<file path="src/rtl/shield_pipe_slice_pkg.sv">
// Shared defaults for the shield pipe slice and its skid stages.
// Latency DEPTH cycles; backpressure registered per stage, no m_ready->s_ready path.
package shield_pipe_slice_pkg;

  localparam int SPS_WIDTH_DEFAULT      = 32;
  localparam int SPS_DEPTH_DEFAULT      = 1;
  localparam int SPS_RESET_DATA_DEFAULT = 0;

endpackage

</file>
<file path="src/rtl/shield_skid_stage.sv">
// One two-entry skid stage: registered out_valid/out_data and registered in_ready.
// Latency 1 cycle; in_ready drops only when the skid entry is occupied.
module shield_skid_stage
  import shield_pipe_slice_pkg::*;
#(
  parameter int WIDTH      = SPS_WIDTH_DEFAULT,
  parameter int RESET_DATA = SPS_RESET_DATA_DEFAULT
) (
  input  logic             clk,
  input  logic             rst,
  input  logic             in_valid,
  output logic             in_ready,
  input  logic [WIDTH-1:0] in_data,
  output logic             out_valid,
  input  logic             out_ready,
  output logic [WIDTH-1:0] out_data,
  output logic             busy
);

  // State is {skid_valid, main_valid}; skid without main is illegal.
  localparam logic [1:0] ST_EMPTY = 2'b00;
  localparam logic [1:0] ST_ONE   = 2'b01;
  localparam logic [1:0] ST_FULL  = 2'b11;

  logic             main_valid;
  logic             skid_valid;
  logic [WIDTH-1:0] main_data;
  logic [WIDTH-1:0] skid_data;
  logic [1:0]       state;
  logic             in_xfer;
  logic             out_xfer;

  assign state     = {skid_valid, main_valid};
  assign in_ready  = ~skid_valid;
  assign out_valid = main_valid;
  assign out_data  = main_data;
  assign busy      = main_valid | skid_valid;
  assign in_xfer   = in_valid & ~skid_valid;
  assign out_xfer  = main_valid & out_ready;

  always_ff @(posedge clk) begin
    if (rst) begin
      main_valid <= 1'b0;
      skid_valid <= 1'b0;
      if (RESET_DATA != 0) begin
        main_data <= '0;
        skid_data <= '0;
      end
    end else begin
      case (state)
        ST_EMPTY: begin
          if (in_xfer) begin
            main_valid <= 1'b1;
            main_data  <= in_data;
          end
        end
        ST_ONE: begin
          if (in_xfer && out_xfer) begin
            main_data <= in_data;
          end else if (in_xfer) begin
            skid_valid <= 1'b1;
            skid_data  <= in_data;
          end else if (out_xfer) begin
            main_valid <= 1'b0;
          end
        end
        ST_FULL: begin
          // Skid entry is older than anything upstream, so it refills main.
          if (out_xfer) begin
            main_data  <= skid_data;
            skid_valid <= 1'b0;
          end
        end
        default: begin
          main_valid <= 1'b0;
          skid_valid <= 1'b0;
        end
      endcase
    end
  end

endmodule

</file>
<file path="src/rtl/shield_pipe_slice.sv">
// DEPTH chained skid stages giving a fully registered valid/ready slice, 2*DEPTH beats deep.
// Latency DEPTH cycles; s_ready is registered and forced low during reset; DEPTH=0 is a wire.
module shield_pipe_slice
  import shield_pipe_slice_pkg::*;
#(
  parameter int WIDTH      = SPS_WIDTH_DEFAULT,
  parameter int DEPTH      = SPS_DEPTH_DEFAULT,
  parameter int RESET_DATA = SPS_RESET_DATA_DEFAULT
) (
  input  logic             clk,
  input  logic             rst,
  input  logic             s_valid,
  output logic             s_ready,
  input  logic [WIDTH-1:0] s_data,
  output logic             m_valid,
  input  logic             m_ready,
  output logic [WIDTH-1:0] m_data,
  output logic             busy
);

  generate
    if (DEPTH == 0) begin : g_bypass
      assign s_ready = m_ready;
      assign m_valid = s_valid;
      assign m_data  = s_data;
      assign busy    = 1'b0;
    end else begin : g_pipe
      logic             vld [0:DEPTH];
      logic             rdy [0:DEPTH];
      logic [WIDTH-1:0] dat [0:DEPTH];
      logic [DEPTH-1:0] stage_busy;

      assign vld[0]     = s_valid;
      assign dat[0]     = s_data;
      assign s_ready    = rdy[0] & ~rst;
      assign rdy[DEPTH] = m_ready;
      assign m_valid    = vld[DEPTH];
      assign m_data     = dat[DEPTH];
      assign busy       = |stage_busy;

      for (genvar i = 0; i < DEPTH; i++) begin : g_stage
        shield_skid_stage #(
          .WIDTH      (WIDTH),
          .RESET_DATA (RESET_DATA)
        ) u_stage (
          .clk       (clk),
          .rst       (rst),
          .in_valid  (vld[i]),
          .in_ready  (rdy[i]),
          .in_data   (dat[i]),
          .out_valid (vld[i+1]),
          .out_ready (rdy[i+1]),
          .out_data  (dat[i+1]),
          .busy      (stage_busy[i])
        );
      end
    end
  endgenerate

endmodule
</file>
<file path="config.mk">
export PLATFORM = sky130hd
export DESIGN_NAME = shield_pipe_slice
export DESIGN_NICKNAME = d
export VERILOG_FILES = /design/src/rtl/shield_pipe_slice_pkg.sv /design/src/rtl/shield_skid_stage.sv /design/src/rtl/shield_pipe_slice.sv
export SDC_FILE = /design/constraint.sdc
export NUM_CORES = 1
export LEC_CHECK = 0
export BUFFER_PORTS_ARGS = -buffer_cell sky130_fd_sc_hd__buf_2
export CORE_MARGIN = 2
export CORE_UTILIZATION = 45
export DETAILED_ROUTE_END_ITERATION = 10
export PLACE_DENSITY = 0.77
export SLEW_MARGIN = 40
export SYNTH_ARGS = -nofsm -noshare
export SYNTH_HDL_FRONTEND = slang
export SYNTH_SLANG_ARGS = --single-unit
</file>
<file path="constraint.sdc">
create_clock -name clk -period 4.3 [get_ports clk]
set_input_delay 0.86 -clock clk [delete_from_list [all_inputs] [get_ports clk]]
set_output_delay 0.86 -clock clk [all_outputs]
set_load 0.01 [all_outputs]
</file>
======== Word level (Yosys, flattened, before mapping) ========
Index checks and enable logic that the tools add are counted.
storage, ports and cells
  register bits after elaboration ......... 66
  bits of input ports ..................... 36
  output and inout port bits .............. 35
  word-level logic and storage cells ...... 40
cells by class
  equality and inequality tests ........... 9
  mux-type cells .......................... 11
  bitwise gates (word level) .............. 9
  reductions and logical operators ........ 7
operators with widths
  cell                                                                    number
  32-bit 2-to-1 mux                                                       3
  32-bit one-hot mux with 3 select lines                                  1
  2-bit by 1-bit != test with 1-bit output (second input constant)        5
  5-bit AND reduction                                                     2
  4-bit AND reduction                                                     2
  1-bit one-hot mux with 3 select lines                                   2
  1-bit 2-to-1 mux                                                        5
  1-bit inverter                                                          5
  2-bit != test (second input constant)                                   2
  1-bit bitwise AND                                                       3
  3-bit nonzero test                                                      1
  2-bit by 1-bit equality test with 1-bit output (second input constant)  1
  2-bit equality test (second input constant)                             1
  2-bit logical NOT                                                       1
  1-bit logical AND                                                       1
  1-bit bitwise OR                                                        1

======== Longest topological paths before layout ========
  depth in word-level cells ............... 5
  depth in mapped cells ................... 3
  gate-level depth less buffers ........... 2

======== Hierarchy ========
A second synthesis with hierarchy kept.
second synthesis, totals
  cells, all modules ...................... 115
  area total of the unflattened synthesis .. 2,561.2 um^2
modules (own cells, without submodules)
  module             times used  cells each  area an instance (um^2)  seq. area each (um^2)
  shield_skid_stage  1           114         2,547.4                  1,961.9
  shield_pipe_slice  1           1           13.8                     0.0

======== Worst setup path after synthesis ========
Ideal clock, no wire load.
  path kind ............................... input port to flip-flop
  start ................................... input rst
  end ..................................... register g_pipe.g_stage[0].u_stage.main_data[0] (enable)
  setup time .............................. 0.461 ns
  arrival time ............................ 3.265 ns
  required time ........................... 3.839 ns
  path slack .............................. 0.574 ns
  cell stages on the path ................. 2
  buffers on the path ..................... 0
  path through ............................ o21bai_1 > nor3_1
between the ends
  cells in the longest elaborated chain, start to end .. 2
RTL lines
  element                        RTL line                 RTL
  from (decl)                    shield_pipe_slice.sv:11  input logic rst,
  1-bit inverter (no line)       --
  5-bit AND reduction (no line)  --
  to (signal assigned)           shield_skid_stage.sv:54  main_data <= in_data;
  to (signal assigned)           shield_skid_stage.sv:59  main_data <= in_data;
  to (signal assigned)           shield_skid_stage.sv:70  main_data <= skid_data;
  to (decl)                      shield_skid_stage.sv:27  logic [WIDTH-1:0] main_data;
No other way between the ends.
A chain may end at the register's enable or synchronous reset.

======== Worst setup path in the final report ========
  start ................................... input rst
  end ..................................... output s_ready
between the ends
  cells in the longest elaborated chain, start to end .. 2
RTL lines
  element                   RTL line                 RTL
  1-bit inverter (no line)  --
  1-bit bitwise AND         shield_pipe_slice.sv:35  assign s_ready = rdy[0] & ~rst;
  to (decl)                 shield_pipe_slice.sv:13  output logic s_ready,
No other way between the ends.

==> reports/results.ini <==
[outcome]
status = completed

[power]
p_per_area_mw_per_mm2 = 413
p_leak_nw = 1.32
max-vdd-ir-drop_mv = 0.183

[clock_tree]
post_cts_buffers = 0
path_clk_slew_ns = 0.07
post_cts_resized = 0
clockBufferDepth = 2
clock_latency_ns = 0.33
cts_max_level = 3
cts_sinks = 66
cts_made_buffers = 9
root_buffer = clkbuf_8
cts_tree = yes
cts_hold_buf = 0

[worst_hold_path]
hold_end = g_pipe.g_stage[0].u_stage.out_data[2]
min_from = g_pipe.g_stage[0].u_stage.skid_data[2]
hp-class = reg -> reg
holdPathStages = 1

[setup_path]
cp_top_family = buffers and inverters
critPathLaunchType = primary input
rrSetupSlack_ns = 2.74
path_cells = buf_2 -> nor2_1 -> buf_2
rr_worst_depth = 3
crit_top_cell = buf_2
crit_arrival_ns = 1.27
crit_start = rst
required_ns = 3.44
path_max_fanout = 3
slowest_stage = buf_2
r2r_start = g_pipe.g_stage[0].u_stage.out_valid
crit_path_max_incr_delay_ns = 0.16
critical_path_buf_inv_count = 2
crit_type = in -> out
endpoint_kind = output pin
reg2reg_to = g_pipe.g_stage[0].u_stage.skid_data[25]

[layout]
stdcell_count = 270
antenna_cells_inserted = 0
final_util_pct = 57.8
num-fill-cells = 458
layout.nets = 229
syn2layout_area_growth_pct = 24.2
drive_gt1_share_pct = 60.6

[drt]
wl_mm = 3.80
drcViolationCount = 0
dr_wl_met2_mm = 1.81
drt-pass1-iter-count = 2
avgRoutedWirePerCell_microns = 14.1
dr_total_vias = 1212
wl_met3_microns = 214
m1WireLength_mm = 1.66
vias_per_cell = 4.49
top_layer = met4
drtIter0Drc = 52
ant_nets = 0

[die]
die_area_sq_mm = 0.00627
start_util_pct = 46.5
die_y_microns = 79.2
die_w_microns = 79.2
io_pins = 71
core_sq_mm = 0.00547
rows = 27

[placement]
gp_congestion = 0.680
post-place-ws_ns = 2.17
place_hpwl_mm = 2.55
io_buffers = 70
dpl.cell_count = 254

[timing]
fmax_ghz = 0.470
tns_ns = 0
setup_viol = 0
final.setup_skew_ns = 0.00432
hold_ws_ns = 0.549
worst_slack_ns = 2.17
period_minus_slack_ns = 2.13
rsz0062_at_grt = no
slew_viol_final = 0
period_share_pct = 49.5
finalHoldViolations = 0
worstMarginPinSlew_ns = 0.598
slew_headroom_pct = 60.1

[synthesis]
yosysSeqAreaShare_pct = 77.1
synth_edf_count = 64
synth.distinct_cells = 16
synth_ff_type = edfxtp_1
yosys_warnings = 0
synth_area_leader_cell = edfxtp_1
synthTopCellsByCount = edfxtp_1 (64), mux2_4 (30), buf_6 (3)
ys_async_sr_fraction_pct = 0
avgSynthCellArea_sq_um = 22.5
syn_nets = 149
syn_area_sq_mm = 0.00254
synth.top_cell.area_share_pct = 75.6
synth_area_leaders = edfxtp_1 (76%), mux2_4 (18%), dfxtp_1 (1.6%), buf_6 (1.3%), mux2_2 (0.89%)
synth_cells = 113
ys_ff_latch = 66
synth.most_common_cell = edfxtp_1

[grt]
grt_pass1_wl_mm = 5.88
grtUsageTotal_pct = 13.2
antenna_found_initial = 0
grt_overflow_total = 0
grt_pass1_vias = 1152
grt_start_max_net_pins = 33

[flow_run]
drv_cap = 0

==> flip-flops by register name (all words and copies together), names as in the netlist <==
register,count
g_pipe.g_stage.u_stage.out_data,32
g_pipe.g_stage.u_stage.out_valid,1
g_pipe.g_stage.u_stage.skid_data,32
g_pipe.g_stage.u_stage.skid_valid,1
==> how the worst max path moves through the flow <==
stage	to	slack, ns	depth (start not counted)
after floorplan	g_pipe.g_stage[0].u_stage.out_data[0]	0.57	2
final	s_ready	2.17	3
after global placement	s_ready	2.19	3
after detailed placement	s_ready	2.17	3
after global routing	s_ready	2.11	3
after CTS	s_ready	2.18	3
==> power by group <==
part | total (W) | internal (W) | leakage (nW) | switching, W
Combinational | 0.0000869 | 0.0000469 | 0.632 | 0.0000400
Sequential | 0.000736 | 0.000730 | 0.604 | 0.00000601
Clock | 0.000483 | 0.000263 | 0.0874 | 0.000220
==> cells in the final DEF, fill, tap and decap left out, drive strengths merged <==
cell type and count:
nor3b 1, o21bai 1, nand2b 1, inv 1, nor3 1, nand2 1, or2 1, a32o 1
clkbuf 10, clkinv 3, bufinv 1, dfxtp 2, nor2 1, mux2 32, nor2b 2, and3 1
clkinvlp 2, buf 72, edfxtp 64
==> layer usage <==
metal,global-route usage (%),up-vias
met5,0,-
met4,9.31,0
met3,4.32,9
met2,19.4,42
met1,16.4,556
li1,-,605
==> kinds of logic (layout without fill, tap and decap cells) <==
family / Yosys count / after routing / share of synthesized area [%]
DFF: 66 / 66 / 77.1
muxes: 32 / 32 / 18.6
and+or+nand+nor: 9 / 9 / 2.12
buffers and inverters: 4 / 89 / 1.48
AOI/OAI and AO/OA: 2 / 2 / 0.689
==> layout make-up <==
cell class	instances	area (sq um)	area share (%)
Tap cell	72	90.1	2.85
Multi-Input combinational cell	43	554	17.5
Inverter	1	3.75	0.119
Clock buffer	10	128	4.04
Clock inverter	6	57.6	1.82
Sequential cell	66	1960	62.1
Timing Repair Buffer	72	365	11.6
==> per-stage QoR <==
step / total power [W] / instance area (sq um)
2_1_floorplan: 0.000796 / 2540
3_3_place_gp: 0.000835 / 2970
3_5_place_dp: 0.000839 / 2980
4_1_cts: 0.00132 / 3160
5_1_grt: 0.00136 / 3160
6_report: 0.00131 / 3160
Note: power is estimated with default switching activity, not from simulation.
